[src/rtl/div_sequencer.sv]
// Multi-cycle radix-2 restoring divide controller for DIV/DIVU in the execute stage.
// It stalls the pipeline while busy and writes HI/LO with a one-cycle strobe.
module div_sequencer #(
  parameter int unsigned WIDTH = 32
) (
  input  logic             clk,
  input  logic             rst,
  input  logic             start,
  input  logic             signed_div,
  input  logic [WIDTH-1:0] a,
  input  logic [WIDTH-1:0] b,
  input  logic             annul,
  output logic             stall,
  output logic             result_valid,
  output logic [WIDTH-1:0] lo_out,
  output logic [WIDTH-1:0] hi_out,
  output logic             div_by_zero
);

  localparam int unsigned CW = $clog2(WIDTH + 1);

  typedef enum logic [1:0] {IDLE, BUSY, DONE} state_t;

  state_t           state, state_nxt;
  logic [CW-1:0]    count;
  logic [WIDTH-1:0] dvd;      // dividend shifts out the top while quotient bits enter the bottom
  logic [WIDTH-1:0] dvs;
  logic [WIDTH-1:0] rem;
  logic             neg_q, neg_r, dbz;

  logic             accept;
  logic [WIDTH-1:0] a_mag, b_mag;
  logic [WIDTH:0]   rem_shift, diff;
  logic             fits;
  logic [WIDTH-1:0] rem_step, quo_step;

  always_comb begin
    accept    = (state == IDLE) & start & ~annul;
    a_mag     = (signed_div & a[WIDTH-1]) ? -a : a;
    b_mag     = (signed_div & b[WIDTH-1]) ? -b : b;
    rem_shift = {rem, dvd[WIDTH-1]};
    diff      = rem_shift - {1'b0, dvs};
    fits      = ~diff[WIDTH];
    rem_step  = fits ? diff[WIDTH-1:0] : rem_shift[WIDTH-1:0];
    quo_step  = {dvd[WIDTH-2:0], fits};
  end

  always_ff @(posedge clk) begin
    if (rst) state <= IDLE;
    else     state <= state_nxt;
  end

  always_comb begin
    state_nxt = state;
    case (state)
      IDLE: if (accept) state_nxt = (b == '0) ? DONE : BUSY;
      BUSY: begin
        if (annul)                  state_nxt = IDLE;
        else if (count == CW'(1))   state_nxt = DONE;
      end
      DONE:    state_nxt = IDLE;
      default: state_nxt = IDLE;
    endcase
  end

  always_comb begin
    stall        = accept | (state == BUSY);
    result_valid = (state == DONE);
    div_by_zero  = (state == DONE) & dbz;
  end

  // Sign fix-up is folded into the final BUSY step so HI/LO are ready on entry to DONE.
  always_ff @(posedge clk) begin
    if (rst) begin
      count  <= '0;
      dvd    <= '0;
      dvs    <= '0;
      rem    <= '0;
      neg_q  <= 1'b0;
      neg_r  <= 1'b0;
      dbz    <= 1'b0;
      lo_out <= '0;
      hi_out <= '0;
    end else begin
      case (state)
        IDLE: begin
          if (accept) begin
            dvd   <= a_mag;
            dvs   <= b_mag;
            rem   <= '0;
            neg_q <= signed_div & (a[WIDTH-1] ^ b[WIDTH-1]);
            neg_r <= signed_div & a[WIDTH-1];
            dbz   <= (b == '0);
            if (b == '0) begin
              count  <= '0;
              lo_out <= '1;
              hi_out <= a;
            end else begin
              count <= CW'(WIDTH);
            end
          end
        end
        BUSY: begin
          if (!annul) begin
            dvd   <= quo_step;
            rem   <= rem_step;
            count <= count - CW'(1);
            if (count == CW'(1)) begin
              lo_out <= neg_q ? -quo_step : quo_step;
              hi_out <= neg_r ? -rem_step : rem_step;
            end
          end
        end
        default: ;
      endcase
    end
  end

endmodule

[config.mk]
export PLATFORM = sky130hd
export DESIGN_NAME = div_sequencer
export DESIGN_NICKNAME = d
export VERILOG_FILES = /design/src/rtl/div_sequencer.sv
export SDC_FILE = /design/constraint.sdc
export NUM_CORES = 1
export LEC_CHECK = 0
export BUFFER_PORTS_ARGS = -buffer_cell sky130_fd_sc_hd__buf_2
export CORE_AREA = 2 2 156 158
export DETAILED_ROUTE_END_ITERATION = 8
export DIE_AREA = 0 0 158 160
export PLACE_DENSITY = 0.77
export SLEW_MARGIN = 0
export SYNTH_ARGS = -nofsm -noshare
export SYNTH_HDL_FRONTEND = slang
export SYNTH_SLANG_ARGS = --single-unit
[constraint.sdc]
create_clock -name clk -period 6.7 [get_ports clk]
set_clock_uncertainty 0.15 [all_clocks]
set_input_delay 1.675 -clock clk [delete_from_list [all_inputs] [get_ports clk]]
set_output_delay 1.675 -clock clk [all_outputs]
set_load 0.02 [all_outputs]
==> results.toml <==
[clocking]
postCtsHoldBufs = 0
cts_max_path_buffers = 2
cts-root-buf = "clkbuf_16"
post-cts-setup-buffers = 0
tritoncts = "done"
cts.clk_slew.worst_paths_ps = 70
cts_resized = 0
cts_buffers = 17
h-tree-depth = 4
clk_latency_ps = 440
cts.sinks = 171

[drt]
detail-route-antenna-nets = 0
vias = 12056
drt_iter0_drc = 1092
post_drt_via_cell_ratio = 5.974
remaining_drc_errors = 0
routedWlPerCell_um = 17.29
drtPass1Iterations = 5
routed_wl_um = 34890

[synthesis]
yosysUniqueCellTypes = 83
synth_nets = 1724
ys_seq_area_share_pct = 28.49
ys.flop_type = "dfxtp_1"
avgSynthCellArea_um2 = 7.436
synth_edf_count = 0
yosys-top-cells-area = "dfxtp_1, nor2_1, xor2_1, a21oi_1, a211oi_1"
synth-async-reset-ratio_pct = 0
yosysTopAreaCell = "dfxtp_1"
synth_cells = 1616
ys_ff_latch = 171
yosysTopAreaCellShare_pct = 28.49
yosysWarnings = 0
synth_area_um2 = 12020

[timing]
slew_viol_final = 0
setup_tns_ps = 0
period_share_pct = 87.77
max_freq_mhz = 170.0
relSlewSlack_pct = 29.12
worstMarginPinSlew_ps = 1063
finalSetupViolCount = 0
period_needed_ps = 5881
rsz0062_at_grt = "no"
finalHoldViolCount = 0

[floorplanning]
start_util_pct = 50.45
die_h_um = 160
core_um2 = 23820
die_w_um = 158
rows = 57
dieArea_um2 = 25280
ios = 136

[critical_path]
worstPathMaxFanout = 16
critPathLaunch = "dvd[31]"
end_kind = "register"
path_class = "register to register"
cp.required_ps = 6850
cp.arrival_ps = 6030
r2r-end = "hi_out[24]"
rrSetupSlack_ps = 820
r2r_start = "dvd[31]"
cp-start-kind = "register"
r2r_cells = 20

[power]
p_int_mw = 1.992
pwr-share-comb_pct = 32.2
power_frac_seq_pct = 36.1
clockPowerShare_pct = 31.7
power_density_nw_per_um2 = 241.0
p_sw_share_pct = 38.49
p_sw_mw = 1.247
power.total_mw = 3.239
ir_drop_v = 0.0001335
p_leak_nw = 5.344

[placed_design]
place_hpwl_um = 25600
io_buffer_count = 135
gp_congestion = 0.8911
placedCellCount = 1984

[cells_and_area]
area_growth_syn_to_layout_pct = 11.84
layout-drive-gt1-share_pct = 12.88
fin_cells = 2018
nets = 1787

[outcome]
status = "finished clean"

[global_route]
grt_pass1_wl_um = 56430
track_usage_pct = 27.46
first_global_vias = 10946
grt_max_degree = 101
overflow = 0
antenna_found_initial = 2

[hold_path]
hold_path_class = "register to register"
hold_depth = 2
worstHoldStart = "dvs[31]"
whs_endpoint = "dvs[31]"

[job]
drv_cap = 0
worst max-delay path by stage:
stage	endpoint	slack, ps	depth (start not counted)
6_report	hi_out[24]	820	20
5_1_grt	hi_out[24]	350	20
4_1_cts	hi_out[24]	840	20
3_5_place_dp	lo_out[1]	800	11
3_3_place_gp	lo_out[12]	940	11
2_1_floorplan	hi_out[26]	1160	23
cells in the mapped netlist (8+ instances only):
cell type  number
a211oi_1       80
a21o_1         15
a21oi_1       124
a22oi_1        22
a311oi_1       38
a31oi_1         9
and2_1          8
and3_1         11
buf_2          12
clkbuf_1       86
dfxtp_1       171
ha_1           38
inv_1          51
mux2_2          8
mux2i_1        14
nand2_1       156
nand2b_1       12
nand3_1        21
nand4_1         8
nor2_1        264
nor2b_1         9
nor3_1         43
nor4_1         14
o211ai_1       13
o21ai_0        66
o21ai_1         8
o31ai_1        21
o41ai_1        11
or3_1          26
or4_1          16
xnor2_1        54
xor2_1         75
layout make-up:
cell class | instances | area [um^2]
fill | 2303 | 10380
multi-input combinational | 1286 | 7994
sequential | 171 | 3423
timing repair buffer | 151 | 810.8
clock buffer | 17 | 425.4
tap | 324 | 405.4
inverter | 52 | 200.2
clock inverter | 15 | 175.2
antenna | 2 | 5.005
flip-flops by register name, indices dropped and copies added, names as in the netlist:
signal  count
state       2
dbz         1
count       6
neg_r       1
neg_q       1
dvs        32
lo_out     32
rem        32
dvd        32
hi_out     32
metal layers:
layer | global-route usage, % | share of wire (%) | wire [um]
met5 | 0 | 0 | 0
met4 | 9.337 | 2.6 | 920
met3 | 4.125 | 7.1 | 2491
met2 | 42.85 | 45 | 15560
met1 | 38.62 | 46 | 15910
power by group through the flow:
stage	logic [mW]	registers, mW	clock network, mW
2_1_floorplan	0.726	1.21	0
3_3_place_gp	1.01	1.19	0
3_5_place_dp	1.02	1.19	0
4_1_cts	1.03	1.17	1.04
5_1_grt	1.15	1.18	1.08
6_report	1.04	1.17	1.03
layout by cell type (no fill, tap or decap), types with 6 or more instances in the layout:
master	synthesis	layout
or3_1	26	26
clkbuf_16	0	17
a211oi_1	80	80
a21boi_0	7	7
nand4_1	8	8
a221oi_1	7	7
a311oi_1	38	38
xnor2_1	54	54
a21o_1	15	15
xor2_1	75	75
inv_1	51	51
and3_1	11	11
o2111ai_1	6	6
nor4_1	14	14
a22oi_1	22	22
buf_4	2	16
o41ai_1	11	11
nand2b_1	12	11
buf_2	12	134
o31ai_1	21	21
dfxtp_1	171	171
and2_1	8	7
nand3b_1	6	6
nand2_1	156	156
o21ai_1	8	8
mux2_2	8	8
ha_1	38	38
mux2i_1	14	14
nand3_1	21	21
or4_1	16	16
a31oi_1	9	9
o21ai_0	66	66
nor3_1	43	43
a21oi_1	124	124
nor2b_1	9	8
nor2_1	264	261
o211ai_1	13	13
worst max-delay path, stage by stage, from the launching register on:
cell,delay [ps]
dfxtp_1,430
inv_1,120
ha_1,230
fa_1,400
nand2b_1,180
a21o_1,220
a211o_1,350
a2111o_1,500
a21oi_4,290
nor2_4,90
inv_6,140
nor2_1,60
a21oi_1,240
ha_1,290
nand2_1,100
or4_1,420
mux2i_1,310
nand4b_1,270
o31ai_1,330
xor2_1,120
a2111oi_0,480
cell families after synthesis:
| group | after synthesis | share of synthesized area [%] |
|---|---|---|
| AO/OA/AOI/OAI | 478 | 27.20 |
| XOR/XNOR | 129 | 9.402 |
| adder cells (fa/ha/maj) | 39 | 4.123 |
| buffers and inverters | 159 | 5.196 |
| flip-flops | 171 | 28.49 |
| multiplexers | 24 | 2.145 |
| AND/OR/NAND/NOR | 616 | 23.45 |
metrics by stage:
stage | worst slack (ps) | util, % | hold slack, ps | instance area (um^2)
finish | 819.3 | 56.42 | 311.0 | 13440
global route | 352.8 | 56.42 | 334.6 | 13440
CTS | 842.3 | 56.40 | 308.9 | 13430
detailed placement | 799.4 | 53.88 | 299.3 | 12830
global placement | 935.7 | 53.88 | 294.8 | 12830
floorplan | 1160 | - | 281.9 | 12020
No activity file was read; power rests on OpenSTA's default activity.
